## src/rtl/seq_multiplier_if.sv

```systemverilog
// Launch/busy handshake bundle shared by the execute-stage multiplier and its sequencer.
interface seq_multiplier_if #(
  parameter int WIDTH = 4
);
  logic                 launch;
  logic [1:0]           op;
  logic [WIDTH-1:0]     multiplicand;
  logic [WIDTH-1:0]     multiplier;
  logic                 busy;
  logic                 done;
  logic [2*WIDTH-1:0]   product;
  logic [WIDTH-1:0]     result;

  modport master (
    output launch, op, multiplicand, multiplier,
    input  busy, done, product, result
  );

  modport slave (
    input  launch, op, multiplicand, multiplier,
    output busy, done, product, result
  );
endinterface

```

## src/rtl/seq_multiplier.sv

```systemverilog
// Iterative shift-and-add RV32M multiplier (MUL/MULH/MULHSU/MULHU): magnitudes are
// multiplied one bit per cycle, then a single fix cycle applies the sign.
module seq_multiplier #(
  parameter int WIDTH = 4
) (
  input  logic               clk,
  input  logic               reset_n,
  seq_multiplier_if.slave    bus
);

  localparam int CNT_W = $clog2(WIDTH);

  typedef enum logic [1:0] {
    S_IDLE = 2'd0,
    S_RUN  = 2'd1,
    S_FIX  = 2'd2
  } state_t;

  state_t                     r_state;
  state_t                     w_next_state;
  logic                       w_busy;
  logic                       w_load;
  logic                       w_step;
  logic                       w_fix;
  logic                       w_last_step;

  logic [1:0]                 r_op;
  logic [WIDTH-1:0]           r_a_mag;
  logic [WIDTH-1:0]           r_b_mag;
  logic                       r_neg;
  logic [2*WIDTH-1:0]         r_acc;
  logic [CNT_W-1:0]           r_cnt;
  logic [2*WIDTH-1:0]         r_product;
  logic [WIDTH-1:0]           r_result;
  logic                       r_done;

  logic                       w_a_sgn;
  logic                       w_b_sgn;
  logic [WIDTH-1:0]           w_a_mag;
  logic [WIDTH-1:0]           w_b_mag;
  logic [WIDTH-1:0]           w_addend;
  logic [WIDTH:0]             w_sum;
  logic signed [2*WIDTH-1:0]  w_acc_signed;
  logic [2*WIDTH-1:0]         w_fixed;

  assign w_last_step = (r_cnt == CNT_W'(WIDTH - 1));

  always_ff @(posedge clk or negedge reset_n) begin
    if (!reset_n) begin
      r_state <= S_IDLE;
    end else begin
      r_state <= w_next_state;
    end
  end

  // A new launch always wins, even over an operation about to complete.
  always_comb begin
    w_next_state = r_state;
    if (bus.launch) begin
      w_next_state = S_RUN;
    end else begin
      case (r_state)
        S_IDLE:  w_next_state = S_IDLE;
        S_RUN:   w_next_state = w_last_step ? S_FIX : S_RUN;
        S_FIX:   w_next_state = S_IDLE;
        default: w_next_state = S_IDLE;
      endcase
    end
  end

  always_comb begin
    w_busy = 1'b0;
    w_load = 1'b0;
    w_step = 1'b0;
    w_fix  = 1'b0;
    case (r_state)
      S_RUN:   w_busy = 1'b1;
      S_FIX:   w_busy = 1'b1;
      default: w_busy = 1'b0;
    endcase
    w_load = bus.launch;
    w_step = (r_state == S_RUN) && !bus.launch;
    w_fix  = (r_state == S_FIX) && !bus.launch;
  end

  // Signedness per op: a is signed for MULH/MULHSU, b only for MULH.
  assign w_a_sgn  = ((bus.op == 2'b01) || (bus.op == 2'b10)) && bus.multiplicand[WIDTH-1];
  assign w_b_sgn  = (bus.op == 2'b01) && bus.multiplier[WIDTH-1];
  assign w_a_mag  = w_a_sgn ? -bus.multiplicand : bus.multiplicand;
  assign w_b_mag  = w_b_sgn ? -bus.multiplier   : bus.multiplier;

  assign w_addend     = r_b_mag[0] ? r_a_mag : '0;
  assign w_sum        = {1'b0, r_acc[2*WIDTH-1:WIDTH]} + {1'b0, w_addend};
  assign w_acc_signed = -$signed(r_acc);
  assign w_fixed      = r_neg ? w_acc_signed : r_acc;

  always_ff @(posedge clk or negedge reset_n) begin
    if (!reset_n) begin
      r_op      <= 2'b00;
      r_a_mag   <= '0;
      r_b_mag   <= '0;
      r_neg     <= 1'b0;
      r_acc     <= '0;
      r_cnt     <= '0;
      r_product <= '0;
      r_result  <= '0;
      r_done    <= 1'b0;
    end else begin
      r_done <= w_fix;
      if (w_load) begin
        r_op    <= bus.op;
        r_a_mag <= w_a_mag;
        r_b_mag <= w_b_mag;
        r_neg   <= w_a_sgn ^ w_b_sgn;
        r_acc   <= '0;
        r_cnt   <= '0;
      end else if (w_step) begin
        // Carry-out of the upper-half add re-enters at the MSB as the accumulator shifts.
        r_acc   <= {w_sum, r_acc[WIDTH-1:1]};
        r_b_mag <= r_b_mag >> 1;
        r_cnt   <= r_cnt + CNT_W'(1);
      end else if (w_fix) begin
        r_product <= w_fixed;
        r_result  <= (r_op == 2'b00) ? w_fixed[WIDTH-1:0] : w_fixed[2*WIDTH-1:WIDTH];
      end
    end
  end

  assign bus.busy    = w_busy;
  assign bus.done    = r_done;
  assign bus.product = r_product;
  assign bus.result  = r_result;

endmodule

```

## src/flat_wrapper.sv

```systemverilog
// flat-port wrapper written by rule: the top's interface ports become plain ports
module seq_multiplier_flat 
#(
  parameter int WIDTH = 4
)
  (clk, reset_n, bus_launch, bus_op, bus_multiplicand, bus_multiplier, bus_busy, bus_done, bus_product, bus_result);
  seq_multiplier_if #(.WIDTH(WIDTH)) bus_i ();
  input  logic clk;
  input  logic reset_n;
  input wire logic [$bits(bus_i.launch)-1:0] bus_launch;
  input wire logic [$bits(bus_i.op)-1:0] bus_op;
  input wire logic [$bits(bus_i.multiplicand)-1:0] bus_multiplicand;
  input wire logic [$bits(bus_i.multiplier)-1:0] bus_multiplier;
  output wire logic [$bits(bus_i.busy)-1:0] bus_busy;
  output wire logic [$bits(bus_i.done)-1:0] bus_done;
  output wire logic [$bits(bus_i.product)-1:0] bus_product;
  output wire logic [$bits(bus_i.result)-1:0] bus_result;
  assign bus_i.launch = bus_launch;
  assign bus_i.op = bus_op;
  assign bus_i.multiplicand = bus_multiplicand;
  assign bus_i.multiplier = bus_multiplier;
  assign bus_busy = bus_i.busy;
  assign bus_done = bus_i.done;
  assign bus_product = bus_i.product;
  assign bus_result = bus_i.result;
  seq_multiplier #(.WIDTH(WIDTH)) u_core (.clk(clk), .reset_n(reset_n), .bus(bus_i));
endmodule
```

## config.mk

```make
export PLATFORM = sky130hd
export DESIGN_NAME = seq_multiplier_flat
export DESIGN_NICKNAME = d
export VERILOG_FILES = /design/src/rtl/seq_multiplier_if.sv /design/src/rtl/seq_multiplier.sv /design/src/flat_wrapper.sv
export SDC_FILE = /design/constraint.sdc
export NUM_CORES = 1
export LEC_CHECK = 0
export BUFFER_PORTS_ARGS = -buffer_cell sky130_fd_sc_hd__buf_2
export CAP_MARGIN = 0
export CORE_ASPECT_RATIO = 1.25
export CORE_MARGIN = 4
export CORE_UTILIZATION = 35
export DETAILED_ROUTE_END_ITERATION = 8
export GPL_TIMING_DRIVEN = 0
export PLACE_DENSITY_LB_ADDON = 0.2
export SYNTH_ARGS = -nofsm -noshare
export SYNTH_HDL_FRONTEND = slang
export SYNTH_SLANG_ARGS = --single-unit
```

## constraint.sdc

```tcl
create_clock -name clk -period 2.05 [get_ports clk]
set_input_delay 0.1025 -clock clk [delete_from_list [all_inputs] [get_ports clk]]
set_output_delay 0.1025 -clock clk [all_outputs]
set_load 0.01 [all_outputs]
```

# Word level (Yosys, flattened, before mapping)
# Cells that the tools add are included.
[word_totals] ff_bits=36 inputBits=13 output_inout_bits=14 elab_cells=48
[classes] n_addsub=5 eq_ne=5 n_mux=15 n_bitwise=3 n_reduce_logical=10
[op_table] cell="4-bit two-way mux" count=6
[op_table] cell="8-bit two-way mux" count=3
[op_table] cell="2-bit two-way mux" count=5
[op_table] cell="4-bit negator" count=2
[op_table] cell="8-bit negator" count=1
[op_table] cell="2-bit == test (second input constant)" count=3
[op_table] cell="4-bit by 4-bit adder with 5-bit output" count=1
[op_table] cell="2-bit by 1-bit == test with 1-bit output (second input constant)" count=2
[op_table] cell="1-bit logical AND" count=4
[op_table] cell="3-bit AND reduction" count=1
[op_table] cell="2-bit by 1-bit adder with 2-bit output (second input constant)" count=1
[op_table] cell="2-bit logical NOT" count=1
[op_table] cell="1-bit NOT" count=2
[op_table] cell="2-bit nonzero test" count=1
[op_table] cell="2-bit OR reduction" count=1
[op_table] cell="1-bit logical NOT" count=1
[op_table] cell="1-bit logical OR" count=1
[op_table] cell="1-bit two-way mux" count=1
[op_table] cell="1-bit bitwise XOR" count=1

# Logic depth before layout (Yosys ltp)
# Gate-level depths: netlist (run 1).
[logic_depth] word_depth=4 ltp_mapped=7 depth_no_buf=7

# Least setup slack after synthesis (run 1)
# OpenSTA, ideal clock, no wires.
[synth_timing] path_type="flip-flop to flip-flop" startpoint="register u_core.r_b_mag[0]" endpoint="register u_core.r_acc[6]" setup_time_ns=0.116 arrival_time_ns=1.474 required_time_ns=1.934 slack_ns=0.460 path_stages_with_launch=8 n_path_buf=0 synth_period_minus_slack_ns=1.590 path_cell_list="dfrtp_1 > nand2_1 > inv_1 > ha_1 > a21o_1 > a21oi_1 > or4b_1 > o311ai_0"
[synth_between] elab_chain_len=4
[synth_lines] element="start: declaration" line="seq_multiplier.sv:29" rtl="logic [WIDTH-1:0] r_b_mag;"
[synth_lines] element="start signal: assignment" line="seq_multiplier.sv:113" rtl="r_b_mag <= w_b_mag;"
[synth_lines] element="start signal: assignment" line="seq_multiplier.sv:120" rtl="r_b_mag <= r_b_mag >> 1;"
[synth_lines] element="4-bit two-way mux" line="seq_multiplier.sv:92" rtl="assign w_addend = r_b_mag[0] ? r_a_mag : '0;"
[synth_lines] element="4-bit by 4-bit adder with 5-bit output" line="seq_multiplier.sv:93" rtl="assign w_sum = {1'b0, r_acc[2*WIDTH-1:WIDTH]} + {1'b0, w_addend};"
[synth_lines] element="8-bit two-way mux" line="seq_multiplier.sv:117" rtl="end else if (w_step) begin"
[synth_lines] element="8-bit two-way mux" line="seq_multiplier.sv:110" rtl="if (w_load) begin"
[synth_lines] element="end signal: assignment" line="seq_multiplier.sv:119" rtl="r_acc <= {w_sum, r_acc[WIDTH-1:1]};"
[synth_lines] element="end: declaration" line="seq_multiplier.sv:31" rtl="logic [2*WIDTH-1:0] r_acc;"
# No other way between the ends. The select of a mux whose other input is x is not followed.
# A chain may end at the register's enable or synchronous reset.

# Worst setup path in the final report (run 1)
[layout_timing] startpoint="register u_core.r_b_mag[0]" endpoint="register u_core.r_acc[7]"
# The elaborated chain is that of the path after synthesis.

==> results of run 1 <==
## flip-flops by register name, summed over array words and instances, names as in the netlist
signal,flops
u_core.r_state,2
u_core.bus.done,1
u_core.r_op,2
u_core.r_cnt,2
u_core.r_neg,1
u_core.r_acc,8
u_core.r_a_mag,4
u_core.bus.result,4
u_core.r_b_mag,4
u_core.bus.product,8
## area by class of cell
type | count | area [um^2] | area share
Clock buffer | 7 | 96.3 | 0.0410
Timing Repair Buffer | 26 | 135 | 0.0575
Tap cell | 64 | 80.1 | 0.0341
Buffer | 11 | 75.1 | 0.0319
Multi-Input combinational cell | 139 | 1000 | 0.425
Sequential cell | 36 | 901 | 0.383
Inverter | 17 | 63.8 | 0.0271
## where the power goes
group	leakage (nW)	internal (mW)	switching (mW)	total, mW
Clock	0.0503	0.299	0.244	0.543
Sequential	0.469	0.812	0.0987	0.911
Combinational	0.642	0.383	0.432	0.815
## synth_stat cells, types with 2 or more instances
cell	count	share of area
nor2b_1	7	0.021
or3_4	2	0.011
buf_2	3	0.0074
inv_1	17	0.031
o21ai_0	5	0.012
nand2b_1	3	0.0092
nor2_1	18	0.033
a21oi_1	7	0.017
clkbuf_1	3	0.0055
xnor2_1	8	0.034
mux2_2	3	0.017
a21o_1	2	0.0074
nand2_1	17	0.031
buf_6	3	0.017
xor2_1	3	0.013
nor3b_1	2	0.0074
o31ai_1	2	0.0074
ha_1	11	0.067
and2_1	3	0.0092
o21ai_1	9	0.022
dfrtp_1	36	0.44
o311ai_1	3	0.013
a211oi_1	4	0.015
mux2i_1	12	0.059
nor3_1	2	0.0049
## stage by stage
stage	std cells	setup WS [ns]	hold WS [ns]
6_report	300	0.259	0.0496
5_1_grt	300	0.0892	0.0700
4_1_cts	300	0.256	0.0493
3_5_place_dp	292	0.273	0.246
3_3_place_gp	292	0.288	0.249
2_1_floorplan	203	0.460	-0.193
## worst paths after layout
path / slack (ns) / cells past startpoint / end / from
setup / recovery: 0.26 / 7 / u_core.r_acc[7] / u_core.r_b_mag[0]
hold / removal: 0.05 / 3 / u_core.r_b_mag[0] / bus_multiplier[0]
setup reg to reg: 0.26 / 7 / u_core.r_acc[7] / u_core.r_b_mag[0]
hold reg to reg: 0.48 / 2 / u_core.bus.product[7] / u_core.bus.product[7]
max in group asynchronous: 1.11 / 2 / u_core.r_op[1] / reset_n
min in group asynchronous: 0.43 / 2 / u_core.bus.product[1] / reset_n
## critical path, cell delays in order (launching register included)
cell and delay [ns]:
dfrtp_1 0.40, and2_1 0.17, ha_1 0.17, inv_1 0.05
fa_1 0.39, nor2b_1 0.13, o21ai_0 0.09, a311oi_1 0.27
## what timing repair did
item | 4_1_cts | 5_1_grt
setup buffers | 0 | 0
endpoints found under the hold margin | 36 | 0
hold buffers | 1 | 0
## cell families after synthesis
| family | count (synthesis) | share of synthesized area |
|---|---|---|
| adder cells (fa/ha/maj) | 12 | 0.0773 |
| AO/OA/AOI/OAI | 40 | 0.136 |
| AND/OR/NAND/NOR | 61 | 0.154 |
| flip-flops | 36 | 0.442 |
| buffers and inverters | 28 | 0.0681 |
| multiplexers | 15 | 0.0755 |
| XOR/XNOR | 11 | 0.0472 |
## layer usage
layer | GRT usage | routed length (um) | vias to the layer above
li1 | - | - | 758
met1 | 0.150 | 1820 | 699
met2 | 0.208 | 1940 | 30
met3 | 0.0299 | 152 | 6
met4 | 0.0498 | 66 | 0
met5 | 0 | 0 | -
==> results.py, run 1 <==
metrics = {
    "clock_network": {
        "h-tree-depth": 2,
        "ctsResizeCount": 0,
        "root_buffer": "clkbuf_8",
        "clk_path_buf_depth": 2,
        "cts_made_buffers": 5,
        "clkSlewWorstSetupHoldPaths_ns": 0.07,
        "cts.sinks": 36,
        "clkLatencyLatePin_ns": 0.29,
        "tritoncts": "yes",
    },
    "min_path": {
        "min_path_type": "in -> reg",
    },
    "routing": {
        "route.vias.total": 1493,
        "drc": 0,
        "routed_wl_mm": 3.98,
        "ant_nets": 0,
        "first_pass_iters": 4,
        "wl_per_cell_um": 13.3,
        "drt_iter0_markers": 31,
        "vias_per_cell": 4.98,
    },
    "sta": {
        "hold_viol": 0,
        "drv_slew": 0,
        "setup_tns_ns": 0,
        "finalSetupViolations": 0,
        "relSlewSlack": 0.470,
        "finClkSkew_ns": 0.00614,
        "period_minus_slack_ns": 1.79,
        "post-route-period-util": 0.874,
        "worstMarginPinSlew_ns": 0.794,
        "fmax_mhz": 558,
        "rsz0062_at_grt": "false",
    },
    "critical_path": {
        "worstSetupStartpointType": "flip-flop",
        "cp.arrival_ns": 1.98,
        "required_ns": 2.24,
        "worstPathMaxFanout": 5,
        "endpoint_kind": "flip-flop",
        "setup.worst_path.class": "reg -> reg",
    },
    "place": {
        "placed_area_um2": 2240,
        "port_buffers": 25,
        "routabilityCongestion": 0.802,
        "dp_hpwl_mm": 3.06,
    },
    "synthesis": {
        "synth.avg_cell_area_um2": 10.0,
        "async_flop_share": 1.00,
        "ys_ff_latch": 36,
        "synth_edf_count": 0,
        "synth_warnings": 0,
        "synth_fp_nets": 228,
        "yosysUniqueCellTypes": 43,
        "syn_inst": 203,
        "syn_area_um2": 2040,
        "yosysSeqAreaShare": 0.442,
        "ys_dominant_reg_cell": "dfrtp_1",
    },
    "global_route": {
        "grt_remaining_overflow": 0,
        "grt_pass1_vias": 1446,
        "grt_pass1_wl_mm": 6.98,
        "grt_start_max_net_pins": 37,
        "grtUsageTotal": 0.123,
        "antenna_found_initial": 0,
    },
    "pwr": {
        "power_density_nw_per_um2": 965,
        "vdd_drop_max_v": 0.000494,
        "fin_total_pwr_mw": 2.27,
        "p_leak_nw": 1.16,
    },
    "finish": {
        "mostFrequentLayoutCells": "dfrtp_1, buf_2, nor2_1",
        "final_nets": 261,
        "drive_gt1_frac": 0.212,
        "area_growth_pct": 15.3,
        "n_antenna_cell": 0,
        "design_area_um2": 2350,
        "fill_cells": 584,
        "final_common_cell": "dfrtp_1",
        "final_util": 0.423,
    },
    "die": {
        "core_area_um2": 5560,
        "die_h_um": 93.3,
        "die_w_um": 76.3,
        "start_util": 0.367,
        "row_count": 30,
        "die_area_um2": 7120,
        "ios": 27,
    },
    "flow_run": {
        "cap_violations": 0,
    },
    "outcome": {
        "outcome": "complete, no violations",
    },
}
Power figures use the tool's default switching activity.
==> inputs of run 2 (changes only) <==
--- a/config.mk
+++ b/config.mk
@@ -9,7 +9,8 @@
 export CAP_MARGIN = 0
 export CORE_ASPECT_RATIO = 1.25
 export CORE_MARGIN = 4
-export CORE_UTILIZATION = 35
+export CORE_UTILIZATION = 30
+export CTS_CLUSTER_DIAMETER = 30
 export DETAILED_ROUTE_END_ITERATION = 8
 export GPL_TIMING_DRIVEN = 0
 export PLACE_DENSITY_LB_ADDON = 0.2
==> run 2 against run 1 <==
  * Register-to-register slack gained 0.04 ns
  * Die area grew 15%
  * Global-route usage shrank 0.99 points
  * Utilization shrank 6.4 points
  * Setup slack gained 0.044 ns
  * Combinational power grew 0.7%
  * Cell count grew 8.0%
  * Non-clock buffer count is the same
  * Clock skew shrank 0.00088 ns
  * Flip-flop and latch count is the same
  * Clock power shrank 4.4%
  * Hold slack gained 0.0086 ns
  * Largest cell class unchanged
==> results.py, run 2 (synthesized netlist as in run 1, its figures left out) <==
metrics = {
    "die": {
        "row_count": 33,
        "ios": 27,
        "start_util": 0.309,
        "die_w_um": 81.7,
        "die_area_um2": 8190,
        "die_h_um": 100,
        "core_area_um2": 6610,
    },
    "finish": {
        "final_nets": 261,
        "drive_gt1_frac": 0.207,
        "final_util": 0.359,
        "area_growth_pct": 16.4,
        "n_antenna_cell": 0,
        "final_common_cell": "dfrtp_1",
        "stdcell_count": 324,
        "mostFrequentLayoutCells": "dfrtp_1, buf_2, nor2_1",
    },
    "routing": {
        "routed_wl_mm": 4.12,
        "drc": 0,
        "first_pass_iters": 4,
        "ant_nets": 0,
        "drt_iter0_markers": 36,
        "route.vias.total": 1472,
        "wl_per_cell_um": 12.7,
        "vias_per_cell": 4.54,
    },
    "clock_network": {
        "h-tree-depth": 2,
        "cts_made_buffers": 5,
        "clk_path_buf_depth": 2,
        "ctsHoldBuffers": 1,
        "root_buffer": "clkbuf_8",
        "cts_setup_buffers": 0,
        "clkSlewWorstSetupHoldPaths_ns": 0.07,
        "tritoncts": "yes",
        "cts.sinks": 36,
        "ctsResizeCount": 0,
        "clkLatencyLatePin_ns": 0.28,
    },
    "sta": {
        "period_minus_slack_ns": 1.75,
        "hold_viol": 0,
        "post-route-period-util": 0.852,
        "fmax_mhz": 572,
        "finalSetupViolations": 0,
        "drv_slew": 0,
        "setup_tns_ns": 0,
        "rsz0062_at_grt": "false",
        "finClkSkew_ns": 0.00525,
        "relSlewSlack": 0.459,
        "worstMarginPinSlew_ns": 0.812,
        "hold_ws_ns": 0.0582,
    },
    "min_path": {
        "holdCritStartpoint": "bus_multiplier[0]",
        "hold_depth": 3,
        "min_path_type": "in -> reg",
        "holdPathEnd": "u_core.r_b_mag[0]",
    },
    "place": {
        "port_buffers": 25,
        "place_inst": 315,
        "dp_hpwl_mm": 3.14,
        "routabilityCongestion": 0.725,
    },
    "global_route": {
        "grtUsageTotal": 0.113,
        "grtUsageMet3": 0.0314,
        "grtUsageMet1": 0.138,
        "grt_pass1_wl_mm": 7.09,
        "grt_start_max_net_pins": 37,
        "grt_pass1_vias": 1501,
        "grt_remaining_overflow": 0,
        "grt.busiest_layer": "met2",
        "grt_use_met2": 0.190,
        "antenna_found_initial": 0,
    },
    "critical_path": {
        "required_ns": 2.24,
        "r2r_cells": 7,
        "setup.worst_path.class": "reg -> reg",
        "worstSetupStartpointType": "flip-flop",
        "reg2reg_to": "u_core.r_acc[7]",
        "worstPathMaxFanout": 5,
        "crit_start": "u_core.r_b_mag[0]",
        "cp.arrival_ns": 1.94,
        "regToRegStartpoint": "u_core.r_b_mag[0]",
        "r2r_slack_ns": 0.30,
        "endpoint_kind": "flip-flop",
    },
    "pwr": {
        "fin_total_pwr_mw": 2.25,
        "p_leak_nw": 1.16,
        "power_density_nw_per_um2": 949,
        "vdd_drop_max_v": 0.000374,
    },
    "flow_run": {
        "cap_violations": 0,
    },
    "outcome": {
        "outcome": "complete, no violations",
    },
}
-- run 2: cell count changes in the layout (fill, tap and decap cells not counted) --
cell,delta
clkbuf_1,+2
clkbuf_8,-1
-- run 2: through the flow --
| step | cell area (um^2) | setup WS [ns] |
|---|---|---|
| 3_3_place_gp | 2270 | 0.291 |
| 4_1_cts | 2370 | 0.269 |
| 6_report | 2370 | 0.303 |
| 2_1_floorplan | 2040 | 0.460 |
| 3_5_place_dp | 2270 | 0.287 |
| 5_1_grt | 2370 | 0.148 |
-- run 2: area by class of cell --
| cell class | instances | area (um^2) |
|---|---|---|
| Fill cell | 707 | 4230 |
| Multi-Input combinational cell | 139 | 1000 |
| Sequential cell | 36 | 901 |
| Timing Repair Buffer | 26 | 135 |
| Tap cell | 87 | 109 |
| Clock buffer | 8 | 90.1 |
| Buffer | 11 | 75.1 |
| Inverter | 17 | 63.8 |
-- run 2: how the worst max path moves through the flow --
| stage | slack [ns] | endpoint | cells past startpoint |
|---|---|---|---|
| after detailed placement | 0.29 | u_core.r_acc[7] | 7 |
| after global placement | 0.29 | u_core.r_acc[7] | 7 |
| after CTS | 0.27 | u_core.r_acc[7] | 7 |
| final | 0.30 | u_core.r_acc[7] | 7 |
| after global routing | 0.15 | u_core.r_acc[7] | 7 |
| after floorplan | 0.46 | u_core.r_acc[6] | 7 |
-- run 2: per-layer routing --
metal / vias up / wire, um
met5: - / 0
met4: 0 / 63
met3: 7 / 192
met2: 26 / 1980
met1: 683 / 1880
li1: 756 / -
-- run 2: power breakdown --
group | leakage (nW) | switching [mW] | total [mW] | internal [mW]
logic | 0.642 | 0.437 | 0.821 | 0.384
clock network | 0.0455 | 0.245 | 0.519 | 0.274
registers | 0.469 | 0.0992 | 0.911 | 0.812
-- run 2: critical path, cell delays in order (launching register included) --
cell,delay (ns)
dfrtp_1,0.39
and2_1,0.16
ha_1,0.17
inv_1,0.05
fa_1,0.40
nor2b_1,0.13
o21ai_0,0.08
a311oi_1,0.26
